==> src/rtl/johnson_slot_arbiter.sv <==
// Four-requester time-slot arbiter sequenced by a 4-stage Johnson counter.
// Each of the 8 phases has a fixed owner; idle slots are passed on in rotating order.
module johnson_slot_arbiter #(
    parameter int SLOT_CYCLES = 2
) (
    input  logic       clock,
    input  logic       reset,
    input  logic       enable_i,
    input  logic [3:0] req_i,
    input  logic       load_i,
    input  logic [3:0] load_phase_i,
    input  logic       err_clr_i,
    output logic [3:0] phase_o,
    output logic [2:0] slot_o,
    output logic [3:0] grant_o,
    output logic       slot_start_o,
    output logic       err_illegal_o
);

    localparam int            TW     = (SLOT_CYCLES > 1) ? $clog2(SLOT_CYCLES) : 1;
    localparam logic [TW-1:0] RELOAD = TW'(SLOT_CYCLES - 1);

    logic [3:0]    phase_q, phase_d;
    logic [TW-1:0] timer_q, timer_d;
    logic [3:0]    grant_q, grant_d;
    logic          slot_start_q, slot_start_d;
    logic          err_q, err_d;

    logic [2:0]    slot;
    logic          legal;

    // Owner gets first look; otherwise search owner+1..owner+3 with 2-bit wrap.
    function automatic logic [3:0] pick_grant(input logic [1:0] owner, input logic [3:0] req);
        logic [3:0] g;
        logic [1:0] idx;
        g = 4'b0000;
        for (int k = 3; k >= 0; k--) begin
            idx = owner + 2'(k);
            if (req[idx]) g = 4'b0001 << idx;
        end
        return g;
    endfunction

    always_comb begin
        slot  = 3'd0;
        legal = 1'b1;
        case (phase_q)
            4'b0000: slot = 3'd0;
            4'b1000: slot = 3'd1;
            4'b1100: slot = 3'd2;
            4'b1110: slot = 3'd3;
            4'b1111: slot = 3'd4;
            4'b0111: slot = 3'd5;
            4'b0011: slot = 3'd6;
            4'b0001: slot = 3'd7;
            default: legal = 1'b0;
        endcase
    end

    always_comb begin
        phase_d = phase_q;
        timer_d = timer_q;
        grant_d = 4'b0000;
        err_d   = err_q;

        if (!legal) begin
            phase_d = 4'b0000;
            timer_d = RELOAD;
        end else if (load_i) begin
            phase_d = load_phase_i;
            timer_d = RELOAD;
        end else if (enable_i && (timer_q == '0)) begin
            phase_d = {~phase_q[0], phase_q[3:1]};
            timer_d = RELOAD;
        end else if (enable_i) begin
            timer_d = timer_q - TW'(1);
        end

        // Selection looks at the phase present now, not the one being loaded/stepped to.
        if (enable_i && legal) begin
            grant_d = pick_grant(slot[1:0], req_i);
        end

        if (!legal) begin
            err_d = 1'b1;
        end else if (err_clr_i) begin
            err_d = 1'b0;
        end

        slot_start_d = (phase_d != phase_q);
    end

    always_ff @(posedge clock or negedge reset) begin
        if (!reset) begin
            phase_q      <= 4'b0000;
            timer_q      <= RELOAD;
            grant_q      <= 4'b0000;
            slot_start_q <= 1'b0;
            err_q        <= 1'b0;
        end else begin
            phase_q      <= phase_d;
            timer_q      <= timer_d;
            grant_q      <= grant_d;
            slot_start_q <= slot_start_d;
            err_q        <= err_d;
        end
    end

    assign phase_o       = phase_q;
    assign slot_o        = slot;
    assign grant_o       = grant_q;
    assign slot_start_o  = slot_start_q;
    assign err_illegal_o = err_q;

endmodule

==> config.mk <==
export PLATFORM = sky130hd
export DESIGN_NAME = johnson_slot_arbiter
export DESIGN_NICKNAME = d
export VERILOG_FILES = /design/src/rtl/johnson_slot_arbiter.sv
export SDC_FILE = /design/constraint.sdc
export NUM_CORES = 1
export LEC_CHECK = 0
export ABC_AREA = 1
export CORE_MARGIN = 5
export CORE_UTILIZATION = 44
export DETAILED_ROUTE_END_ITERATION = 8
export PLACE_DENSITY = 0.75
export SLEW_MARGIN = 20
export SYNTH_ARGS = -nofsm -noshare
export SYNTH_HDL_FRONTEND = slang
export SYNTH_SLANG_ARGS = --single-unit
export TNS_END_PERCENT = 1
==> constraint.sdc <==
create_clock -name clock -period 2.1 [get_ports clock]
set_clock_uncertainty 0.1 [all_clocks]
set_input_delay 0.315 -clock clock [delete_from_list [all_inputs] [get_ports clock]]
set_output_delay 0.315 -clock clock [all_outputs]
set_load 0.005 [all_outputs]
==> impl_metrics.env <==
export IMPL_cp_top_family="buffers and inverters"
export IMPL_worstPathRequired_ns=1.68
export IMPL_cts_buffers=3
export IMPL_path_cells="buf_4 -> inv_2 -> nand2_1 -> nand3_1 -> inv_1 -> clkdlybuf4s50_1"
export IMPL_r2r_cells=9
export IMPL_clk_latency_ns=0.26
export IMPL_yosysWarnings=0
export IMPL_drive_gt1_share_pct=32.2
export IMPL_ir_worst_vdd_uv=1310
export IMPL_setup_violations=0
export IMPL_drc=0
export IMPL_synth_edf_count=0
export IMPL_ys_ff_latch=11
export IMPL_viasPerCell=5.05
export IMPL_yosysUniqueCellTypes=25
export IMPL_synthArstFlopShare_pct=100
export IMPL_grt_ovfl_total=0
export IMPL_yosysTopAreaCell="dfrtp_1"
export IMPL_worst_hold_slack_ns=0.278
export IMPL_die_w_um=59.7
export IMPL_syn_to_final_growth_pct=42.1
export IMPL_synth_common_cells="21 x nand2_1, 19 x nand3_1, 17 x inv_1, 10 x dfrtp_1"
export IMPL_fin_cells=207
export IMPL_total_power_uw=2580
export IMPL_drt_iter0_markers=34
export IMPL_n_antenna_cell=0
export IMPL_design_area_um2=1540
export IMPL_seq_area_frac_synth_pct=25.5
export IMPL_cts_tree="yes"
export IMPL_worst_pin_slew_ns=0.492
export IMPL_grt_total_usage_pct=16.4
export IMPL_p_clk_share_pct=5.6
export IMPL_slew_violations=0
export IMPL_power_density_nw_per_um2=1670
export IMPL_worst_setup_path_type="reg -> out"
export IMPL_multi_input_area_um2=734
export IMPL_htree_levels=1
export IMPL_seqPwrFrac_pct=14.1
export IMPL_yosys_most_used_dff="dfrtp_1"
export IMPL_finalCritPeriodShare_pct=96.8
export IMPL_end_kind="output pin"
export IMPL_fin_crit_ns=2.03
export IMPL_placedCellCount=194
export IMPL_fp_dieArea_um2=3560
export IMPL_power_leakage_uw=0.000771
export IMPL_cts_hold_buf=0
export IMPL_timing_critical_path_buf_inv=4
export IMPL_grt_pass1_wl_um=4540
export IMPL_totalWireLength_um=2580
export IMPL_portBuffers=25
export IMPL_synth_cells=132
export IMPL_die_y_um=59.7
export IMPL_relSlewSlack_pct=67.1
export IMPL_switchingPower_uw=1290
export IMPL_fillCellCount=192
export IMPL_fin_util_pct=64.0
export IMPL_gp_congestion=0.965
export IMPL_via_count=1045
export IMPL_rows=18
export IMPL_antenna_found_initial=0
export IMPL_ff_latch_area_um2=280
export IMPL_cts_root_buf="clkbuf_4"
export IMPL_synth_most_common_cell="nand2_1"
export IMPL_synth_area_um2=1090
export IMPL_io_pin_count=26
export IMPL_dpl_cell_area_um2=1430
export IMPL_maxCapViolCount=0
export IMPL_p_comb_share_pct=80.3
export IMPL_synth_top_cell_area_share_pct=23.0
export IMPL_swShare_pct=50.1
export IMPL_final_nets=199
export IMPL_yosys_top_cells_area="dfrtp_1 23%, ha_1 9.2%, nand3_1 8.8%, nand3_2 7.4%, nand2_1 7.3%"
export IMPL_initial_core_util_pct=45.1
export IMPL_drtPass1Iterations=4
export IMPL_syn_avg_cell_area_um2=8.23
export IMPL_status="finished, final reports clean"
export IMPL_coreArea_um2=2410
export IMPL_cts_buffer_depth=2
export IMPL_synth_fp_nets=153
export IMPL_grt_setup_unrepaired="true"
export IMPL_hold_viol=0
export IMPL_max_stage_delay_ns=0.49
export IMPL_antenna_left=0
export IMPL_min_path_type="in -> async"
export IMPL_grt_max_degree=12
export IMPL_p_int_uw=1290
export IMPL_grt_pass1_vias=1041
export IMPL_crit_slowest_cell="clkdlybuf4s50_1"
export IMPL_setup_worst_path_start_class="register"
export IMPL_cts_sinks=11
export IMPL_fmax_mhz=492
export IMPL_cp_max_fo=5
export IMPL_hpwl_um=2090
export IMPL_cp_depth=6
export IMPL_cts_clk_slew_worst_paths_ns=0.07
export IMPL_critical_path_arrival_ns=1.62
export IMPL_wire_per_inst_um=12.5
==> flip-flops by register name, indices dropped and copies added, names as in the netlist <==
signal / count
grant_o: 4
phase_o: 4
err_illegal_o: 1
slot_start_o: 1
timer_q: 1
==> timing repair <==
| action | 4_1_cts | 5_1_grt |
|---|---|---|
| pin swaps | 2 | 2 |
| buffers inserted | 4 | 5 |
| setup endpoints to repair | 2 | 6 |
| hold endpoints to repair | 0 | 0 |
| resized for setup | 5 | 4 |
==> final cells by class <==
class,count,area share [%]
multi-input combinational,99,47.6
sequential,11,18.2
tap,30,2.43
timing repair buffer,42,24.8
inverter,21,5.27
clock buffer,4,1.70
==> worst paths after layout <==
kind,slack (ns),to,startpoint
min,0.28,phase_o[3],reset
min in group clock,0.42,timer_q,timer_q
min reg2reg,0.42,timer_q,timer_q
max in group asynchronous,1.26,timer_q,reset
max,0.07,slot_o[2],phase_o[2]
max reg2reg,0.10,grant_o[2],phase_o[2]
==> power groups by stage <==
| stage | Combinational (µW) | Clock (µW) | Sequential [µW] |
|---|---|---|---|
| 6_report | 2070 | 144 | 365 |
| 3_5_place_dp | 1900 | 0 | 376 |
| 2_1_floorplan | 1330 | 0 | 363 |
| 3_3_place_gp | 1850 | 0 | 376 |
| 4_1_cts | 1990 | 150 | 371 |
| 5_1_grt | 2300 | 159 | 374 |
==> placed cells by master (no fill, tap or decap) <==
cell / instances
clkdlybuf4s50_1: 23
nand2_1: 20
nand3_1: 19
buf_4: 17
inv_1: 16
nand3_2: 8
ha_1: 8
dfrtp_1: 7
o21ai_1: 5
nand2_4: 5
xor2_1: 4
nand2_2: 4
nand3b_1: 4
a21oi_2: 4
inv_2: 3
o211ai_1: 3
or2_2: 3
o21ai_0: 3
clkbuf_4: 3
dfrtp_2: 3
a21oi_1: 2
nand4_1: 2
nand3_4: 2
dlymetal6s2s_1: 2
inv_4: 1
clkinv_1: 1
o21ai_4: 1
xnor2_4: 1
nand2_8: 1
clkbuf_1: 1
dfstp_2: 1
==> cells by family after synthesis <==
group,count (synthesis),synth area share (%)
XOR/XNOR,5,5.76
adder cells (fa/ha/maj),8,9.22
flip-flops,11,25.5
AND/OR/NAND/NOR,68,40.6
buffers and inverters,22,8.29
AO/OA/AOI/OAI,18,10.7
==> routing by layer <==
| metal | global-route usage (%) | wire, µm |
|---|---|---|
| met1 | 21.2 | 1160 |
| met2 | 27.6 | 1250 |
| met5 | 0 | 0 |
| met3 | 3.67 | 166 |
| met4 | 3.48 | 14 |
==> stage by stage <==
step / setup slack (ns) / TNS [ns]
6_report: 0.0668 / 0
5_1_grt: -0.0406 / -0.104
4_1_cts: 0.00177 / 0
3_5_place_dp: 0.0979 / 0
3_3_place_gp: 0.0763 / 0
2_1_floorplan: 0.0611 / 0
Note: power is estimated with default switching activity, not from simulation.
